`config.mk`:
```
export PLATFORM = sky130hd
export DESIGN_NAME = inst_fetch_unit_flat
export DESIGN_NICKNAME = d
export VERILOG_FILES = /design/src/rtl/fetch_pkg.sv /design/src/rtl/inst_fetch_unit_if.sv /design/src/rtl/inst_queue.sv /design/src/rtl/inst_fetch_unit.sv /design/src/flat_wrapper.sv
export SDC_FILE = /design/constraint.sdc
export NUM_CORES = 1
export LEC_CHECK = 0
export ABC_AREA = 1
export CAP_MARGIN = 20
export CORE_ASPECT_RATIO = 0.6
export CORE_MARGIN = 2
export CORE_UTILIZATION = 35
export DETAILED_ROUTE_END_ITERATION = 8
export HOLD_SLACK_MARGIN = 0.08
export SYNTH_ARGS = -nofsm -noshare
export SYNTH_HDL_FRONTEND = slang
export SYNTH_SLANG_ARGS = --single-unit
```
`constraint.sdc`:
```
create_clock -name clock -period 4.6 [get_ports clock]
set_clock_uncertainty 0.2 [all_clocks]
set_input_delay 0.69 -clock clock [delete_from_list [all_inputs] [get_ports clock]]
set_output_delay 0.69 -clock clock [all_outputs]
set_load 0.02 [all_outputs]
```
`src/rtl/fetch_pkg.sv`:
```
// Shared types and constants for the instruction fetch unit.
//   fetch_state_t : fetch FSM encoding (IDLE / REQ / WAIT)
//   fetch_entry_t : one queued instruction word with its address
//   PC_STEP       : byte increment between sequential fetches
package fetch_pkg;

  typedef enum logic [1:0] {
    IDLE = 2'd0,
    REQ  = 2'd1,
    WAIT = 2'd2
  } fetch_state_t;

  typedef struct packed {
    logic [31:0] instr;
    logic [31:0] pc;
  } fetch_entry_t;

  localparam logic [31:0] PC_STEP = 32'd4;

endpackage

```
`src/rtl/inst_fetch_unit_if.sv`:
```
// Bundle of the fetch unit's bus signals: instruction-memory port, the
// DataPath instruction port, the redirect input and a debug view of the FSM.
//   master : fetch unit side
//   slave  : environment side (memory + DataPath)
//
// Handshakes:
//   imemReq/imemAck : imemReq is high for exactly one cycle and is accepted in
//     that cycle; imemAck (with imemRdata) returns 1..N cycles later, never in
//     the request cycle, at most once per request, one request outstanding.
//   instValid/instReady : the head {instruction, instPc} transfers in any
//     cycle where instValid & instReady; instReady is ignored while
//     instValid=0, and instValid never depends on instReady.
interface inst_fetch_unit_if;
  import fetch_pkg::*;

  logic         imemReq;
  logic [31:0]  imemAddr;
  logic         imemAck;
  logic [31:0]  imemRdata;
  logic         instValid;
  logic [31:0]  instruction;
  logic [31:0]  instPc;
  logic         instReady;
  logic         redirect;
  logic [31:0]  redirectPc;
  fetch_state_t dbg_state;

  modport master (
    output imemReq, imemAddr, instValid, instruction, instPc, dbg_state,
    input  imemAck, imemRdata, instReady, redirect, redirectPc
  );

  modport slave (
    input  imemReq, imemAddr, instValid, instruction, instPc, dbg_state,
    output imemAck, imemRdata, instReady, redirect, redirectPc
  );

endinterface

```
`src/rtl/inst_queue.sv`:
```
// Small circular FIFO of fetch_entry_t between the memory port and the
// DataPath. Flush wins over push/pop. Head reads as all-zero while empty.
// Ports:
//   clock, resetN     : clock, async active-low reset
//   push, push_data   : enqueue (ignored when full and not popping)
//   pop               : dequeue head (ignored when empty)
//   flush             : drop all entries
//   head              : current head entry (zero when empty)
//   count             : number of valid entries
module inst_queue
  import fetch_pkg::*;
#(
  parameter int  DEPTH = 2,
  localparam int CNT_W = $clog2(DEPTH + 1)
) (
  input  logic             clock,
  input  logic             resetN,
  input  logic             push,
  input  fetch_entry_t     push_data,
  input  logic             pop,
  input  logic             flush,
  output fetch_entry_t     head,
  output logic [CNT_W-1:0] count
);

  localparam int PTR_W = $clog2(DEPTH);

  fetch_entry_t     mem [DEPTH];
  logic [PTR_W-1:0] rd_ptr;
  logic [PTR_W-1:0] wr_ptr;
  logic             do_push;
  logic             do_pop;

  function automatic logic [PTR_W-1:0] next_ptr(input logic [PTR_W-1:0] p);
    return (p == PTR_W'(DEPTH - 1)) ? '0 : p + PTR_W'(1);
  endfunction

  assign do_pop  = pop && (count != '0);
  assign do_push = push && ((count != CNT_W'(DEPTH)) || do_pop);

  always_ff @(posedge clock or negedge resetN) begin
    if (!resetN) begin
      rd_ptr <= '0;
      wr_ptr <= '0;
      count  <= '0;
    end else if (flush) begin
      rd_ptr <= '0;
      wr_ptr <= '0;
      count  <= '0;
    end else begin
      if (do_push) wr_ptr <= next_ptr(wr_ptr);
      if (do_pop)  rd_ptr <= next_ptr(rd_ptr);
      count <= count + CNT_W'(do_push) - CNT_W'(do_pop);
    end
  end

  // Storage needs no reset: count gates every read.
  always_ff @(posedge clock) begin
    if (do_push && !flush) mem[wr_ptr] <= push_data;
  end

  assign head = (count != '0) ? mem[rd_ptr] : '0;

endmodule

```
`src/rtl/inst_fetch_unit.sv`:
```
// Instruction fetch stage: owns the PC, issues one-at-a-time word reads to
// instruction memory, queues returned words and presents {instruction, PC}
// to the DataPath. A redirect flushes everything fetched so far; an
// in-flight read at that moment is marked for discard.
// Optional build macro FETCH_PERF_EN adds fetchStallCount (cycles with
// instReady=1 & instValid=0) and flushCount (redirect pulses), saturating.
// Ports:
//   clock, resetN   : clock, async active-low reset
//   bus (master)    : memory port, DataPath port, redirect, debug state
//   fetchStallCount : (FETCH_PERF_EN) starved-cycle counter
//   flushCount      : (FETCH_PERF_EN) redirect counter
module inst_fetch_unit
  import fetch_pkg::*;
#(
  parameter logic [31:0] RESET_PC = 32'h0000_0000,
  parameter int          DEPTH    = 2
) (
  input  logic               clock,
  input  logic               resetN,
  inst_fetch_unit_if.master  bus
`ifdef FETCH_PERF_EN
  ,
  output logic [31:0]        fetchStallCount,
  output logic [15:0]        flushCount
`endif
);

  localparam int CNT_W = $clog2(DEPTH + 1);
  localparam int CA_W  = CNT_W + 1;

  fetch_state_t     state;
  logic [31:0]      fetch_pc;
  logic             discard;
  logic             req_q;
  logic [CNT_W-1:0] q_count;
  fetch_entry_t     head;
  fetch_entry_t     push_entry;
  logic             head_valid;
  logic             ack_live;
  logic             push;
  logic             pop;
  logic             slot_now;
  logic             slot_after;
  logic [CA_W-1:0]  count_after;
  logic             unused_pc_bits;

  assign unused_pc_bits = &{1'b0, bus.redirectPc[1:0]};

  assign head_valid = (q_count != '0);
  assign ack_live   = (state == WAIT) && bus.imemAck;
  // Redirect kills both the returning word and any DataPath pop this cycle.
  assign push       = ack_live && !discard && !bus.redirect;
  assign pop        = head_valid && bus.instReady && !bus.redirect;

  assign push_entry.instr = bus.imemRdata;
  assign push_entry.pc    = fetch_pc;

  // The in-flight request holds a slot, so the queue only needs to be
  // checked against DEPTH when deciding to issue the next request.
  assign slot_now    = (q_count < CNT_W'(DEPTH));
  assign count_after = {1'b0, q_count} + CA_W'(push) - CA_W'(pop);
  assign slot_after  = (count_after < CA_W'(DEPTH));

  always_ff @(posedge clock or negedge resetN) begin
    if (!resetN) begin
      state    <= IDLE;
      fetch_pc <= RESET_PC;
      discard  <= 1'b0;
      req_q    <= 1'b0;
    end else if (bus.redirect) begin
      fetch_pc <= {bus.redirectPc[31:2], 2'b00};
      if ((state == REQ) || ((state == WAIT) && !bus.imemAck)) begin
        // Old request still outstanding: swallow its ack.
        state   <= WAIT;
        discard <= 1'b1;
        req_q   <= 1'b0;
      end else begin
        // Idle, or the ack arriving now retires the old request.
        state   <= REQ;
        discard <= 1'b0;
        req_q   <= 1'b1;
      end
    end else begin
      case (state)
        IDLE: begin
          if (slot_now) begin
            state <= REQ;
            req_q <= 1'b1;
          end
        end
        REQ: begin
          state <= WAIT;
          req_q <= 1'b0;
        end
        WAIT: begin
          if (bus.imemAck) begin
            if (!discard) fetch_pc <= fetch_pc + PC_STEP;
            discard <= 1'b0;
            if (slot_after) begin
              state <= REQ;
              req_q <= 1'b1;
            end else begin
              state <= IDLE;
              req_q <= 1'b0;
            end
          end
        end
        default: begin
          state <= IDLE;
          req_q <= 1'b0;
        end
      endcase
    end
  end

  inst_queue #(.DEPTH(DEPTH)) u_queue (
    .clock     (clock),
    .resetN    (resetN),
    .push      (push),
    .push_data (push_entry),
    .pop       (pop),
    .flush     (bus.redirect),
    .head      (head),
    .count     (q_count)
  );

  assign bus.imemReq     = req_q;
  assign bus.imemAddr    = fetch_pc;
  assign bus.instValid   = head_valid;
  assign bus.instruction = head.instr;
  assign bus.instPc      = head.pc;
  assign bus.dbg_state   = state;

`ifdef FETCH_PERF_EN
  always_ff @(posedge clock or negedge resetN) begin
    if (!resetN) begin
      fetchStallCount <= '0;
      flushCount      <= '0;
    end else begin
      if (bus.instReady && !head_valid && (fetchStallCount != '1))
        fetchStallCount <= fetchStallCount + 32'd1;
      if (bus.redirect && (flushCount != '1))
        flushCount <= flushCount + 16'd1;
    end
  end
`endif

endmodule

```
`src/flat_wrapper.sv`:
```
// flat-port wrapper written by rule: the top's interface ports become plain ports
module inst_fetch_unit_flat import fetch_pkg::*;
#(
  parameter logic [31:0] RESET_PC = 32'h0000_0000,
  parameter int          DEPTH    = 2
)
  (clock, resetN, bus_imemReq, bus_imemAddr, bus_instValid, bus_instruction, bus_instPc, bus_dbg_state, bus_imemAck, bus_imemRdata, bus_instReady, bus_redirect, bus_redirectPc);
  inst_fetch_unit_if bus_i ();
  input  logic clock;
  input  logic resetN;
  output wire logic [$bits(bus_i.imemReq)-1:0] bus_imemReq;
  output wire logic [$bits(bus_i.imemAddr)-1:0] bus_imemAddr;
  output wire logic [$bits(bus_i.instValid)-1:0] bus_instValid;
  output wire logic [$bits(bus_i.instruction)-1:0] bus_instruction;
  output wire logic [$bits(bus_i.instPc)-1:0] bus_instPc;
  output wire logic [$bits(bus_i.dbg_state)-1:0] bus_dbg_state;
  input wire logic [$bits(bus_i.imemAck)-1:0] bus_imemAck;
  input wire logic [$bits(bus_i.imemRdata)-1:0] bus_imemRdata;
  input wire logic [$bits(bus_i.instReady)-1:0] bus_instReady;
  input wire logic [$bits(bus_i.redirect)-1:0] bus_redirect;
  input wire logic [$bits(bus_i.redirectPc)-1:0] bus_redirectPc;
  assign bus_imemReq = bus_i.imemReq;
  assign bus_imemAddr = bus_i.imemAddr;
  assign bus_instValid = bus_i.instValid;
  assign bus_instruction = bus_i.instruction;
  assign bus_instPc = bus_i.instPc;
  assign bus_dbg_state = bus_i.dbg_state;
  assign bus_i.imemAck = bus_imemAck;
  assign bus_i.imemRdata = bus_imemRdata;
  assign bus_i.instReady = bus_instReady;
  assign bus_i.redirect = bus_redirect;
  assign bus_i.redirectPc = bus_redirectPc;
  inst_fetch_unit #(.RESET_PC(RESET_PC), .DEPTH(DEPTH)) u_core (.clock(clock), .resetN(resetN), .bus(bus_i));
endmodule
```
==> results by group <==
Floorplan
  • Core ar.: 20200 um^2
  • Die height: approximately 120 um
  • Die extent in x: 190 um
  • Initial Util: between 30% and 40%
  • Site row count: 40
  • Die area: 22000 um^2
  • # IOs: 169

Route
  • Vias per cell: approximately 4.7
  • Routed wire length: 19500 um
  • DRC viols: 0
  • DR pass1 iterations: 4
  • Routed vias: about 5.5k
  • WL/cell: 16.7 um
  • Post-route antenna net violation count: 0
  • Initial DRC Count: approximately 320

Clocking
  • CTS tree: built
  • Post CTS Setup Buffer Count: 0
  • Root Buffer: clkbuf_16
  • # H-tree levels: 4
  • PostCTS Resize Cnt: 0
  • Hold_buf cts: 0
  • Clk sink count: around 160
  • Clock buffer depth: 2
  • Clk slew on worst S/H paths: 0.07 ns
  • Clk_lat worst skew: roughly 0.43 ns
  • CTS Buf Count: 17

Cells and area
  • Area grow syn2layout: 34.8%
  • Final core occ: between 40 and 50%
  • Final-stage net count: ~960
  • Non-Filler Instances: 1169
  • Share of cells above drive strength 1: just over 8%
  • FILL cells: approximately 1.9k
  • Register area: 4680 um^2
  • Antenna Cells: 0
  • Multi-input logic area: around 2300 um^2

STA
  • TNS Setup: 0 ns
  • Slew @ Worst Pin: 0.909 ns
  • Min cycle time layout: around 3.5 ns
  • Final hold viol count: 0
  • RSZ-0062 raised after global routing: false
  • Max-slew violations: 0
  • Period utilisation layout: 76.6%
  • Fmax: between 200 and 300 MHz
  • Max transition margin: 39.4%
  • Finish-stage setup viols: 0

Global route
  • Number of global-route vias before repair: between 5k and 6k
  • Grt ovf: 0
  • Busiest grt layer: met1
  • Largest net degree at the start of global routing: 64
  • M1 GR Usage: 27.6%
  • Total GRT Usage: 18.3%
  • Met2 GRT Util: 26.3%
  • Global-route wire length before repair: roughly 30000 um
  • GR Layer Usage met3: 4.66%
  • Initial antenna violation count: 0

Logic synthesis
  • Syn_area_per_cell: just over 10 um^2
  • Count leader, synth: nand2_1
  • Yosys reg bits: approximately 160
  • Synth area leaders: edfxtp_1 (51%), nand2_1 (13%), dfrtp_1 (13%)
  • Yosys warns: 0
  • Seq/Total Area, Yosys: between 60 and 70%
  • EDFF count, synth: ~120
  • Distinct cells, synth: 38
  • Cell count after synthesis: around 720
  • Mapped Area: 7270 um^2
  • Post-synth top cells: nand2_1 (261), edfxtp_1 (124), a21oi_1 (63)
  • Predominant post-synthesis flop cell: edfxtp_1
  • Top-area cell type share of the netlist area: 51.2%
  • Post-synth top area cell: edfxtp_1
  • Post-synth ARST share: a little under a quarter

Worst hold path
  • Hold Path Class: input pin to async pin

Setup path
  • Crit path arrival time: approximately 2.6 ns
  • Critical Path Start Type: flop
  • CP endpoint kind: primary output
  • Required @ worst endpoint: between 3 and 4 ns
  • WS Path Type: flop to primary output
  • Crit Path Max Fanout: 40

Status
  • Status: finished, final reports clean

Placement
  • Placed Cells incl. Taps: approximately 1.1k
  • RD Place Congestion: approximately 0.83
  • Post-DP HPWL: between 10000 and 15000 um
  • I/O Buffers: roughly 160

Power
  • Max VDD drop: ~0.26 mV
  • Pwr/cell area: around 430 nW/um^2
  • Lkg Pwr: between 3 and 4 nW

Flow run
  • Max cap viols: 0
## final timing paths
check	cells after the start	from	to	slack, ns
max	5	u_core.u_queue.rd_ptr	bus_instruction[22]	1.08
min	1	resetN	u_core.bus.imemAddr[22]	0.18
max reg2reg	10	u_core.bus.dbg_state[0]	u_core.u_queue.mem[0][16]	1.76
min reg2reg	2	u_core.u_queue.wr_ptr	u_core.u_queue.wr_ptr	0.34
max in group asynchronous	1	resetN	u_core.u_queue.rd_ptr	3.39
min in group clock	2	u_core.u_queue.wr_ptr	u_core.u_queue.wr_ptr	0.34
## layer usage
layer  vias to the layer above  routed length, um
li1                       2750                  -
met2                       149               7990
met4                         0                137
met1                      2582              10100
met5                         -                  0
met3                        13               1330
## power breakdown
part / switching (mW) / internal (mW)
logic: 0.542 / 0.387
clock network: 0.652 / 0.776
registers: 0.136 / 1.70
total: 1.33 / 2.87
## cells by family (layout without fill, tap and decap cells)
group | count (synthesis) | count (layout) | share of synthesized area (%)
AOI/OAI and AO/OA | 99 | 99 | 7.59
xor gates and xnor gates | 11 | 11 | 1.33
adders and majority gates | 5 | 5 | 0.964
buffers and inverters | 66 | 238 | 3.94
DFF | 162 | 162 | 64.3
other | 1 | 4 | 0.0516
and+or+nand+nor | 377 | 377 | 21.8
## sequential cells by signal (all words and copies together) (netlist names)
register               count
u_core.u_queue.wr_ptr      1
u_core.discard             1
u_core.bus.imemReq         1
u_core.u_queue.rd_ptr      1
u_core.u_queue.count       2
u_core.bus.dbg_state       2
u_core.bus.imemAddr       30
u_core.u_queue.mem       124
## metrics by stage
| step | area, um^2 | power, mW | setup WS [ns] | hold slack (ns) |
|---|---|---|---|---|
| 3_3_place_gp | 9200 | 2.80 | 1.05 | 0.291 |
| 5_1_grt | 9800 | 4.40 | 0.911 | 0.231 |
| 2_1_floorplan | 7280 | 2.33 | 0.00406 | 0.194 |
| 6_report | 9800 | 4.20 | 1.08 | 0.183 |
| 4_1_cts | 9800 | 4.25 | 1.03 | 0.216 |
| 3_5_place_dp | 9200 | 2.81 | 1.05 | 0.295 |
## placed cells by master, fill, tap and decap left out, drive strengths merged, types with 3 or more instances in the layout
master | synthesis | routed
a21oi | 63 | 63
a22oi | 16 | 16
buf | 20 | 12
clkbuf | 13 | 17
clkdlybuf4s50 | 0 | 161
clkinv | 1 | 6
conb | 1 | 4
dfrtp | 38 | 38
edfxtp | 124 | 124
ha | 4 | 4
inv | 32 | 39
nand2 | 265 | 265
nand3 | 33 | 33
nand3b | 6 | 6
nor2 | 62 | 62
nor3 | 7 | 7
o21ai | 13 | 13
or2 | 3 | 3
xnor2 | 5 | 5
xor2 | 6 | 6
## worst max-delay path, stage by stage (launching register included)
cell             delay, ns
dfrtp_2               0.40
inv_2                 0.59
buf_4                 0.34
nand2_1               0.07
a21oi_1               0.15
clkdlybuf4s50_1       0.64
## cell type report
cell class | instances | area share, %
Sequential cell | 162 | 47.7
Multi-Input combinational cell | 496 | 23.8
Timing Repair Buffer | 173 | 17.6
Clock buffer | 17 | 4.34
Tap cell | 273 | 3.49
Clock inverter | 15 | 1.78
Inverter | 33 | 1.28
No activity file was read; power rests on OpenSTA's default activity.
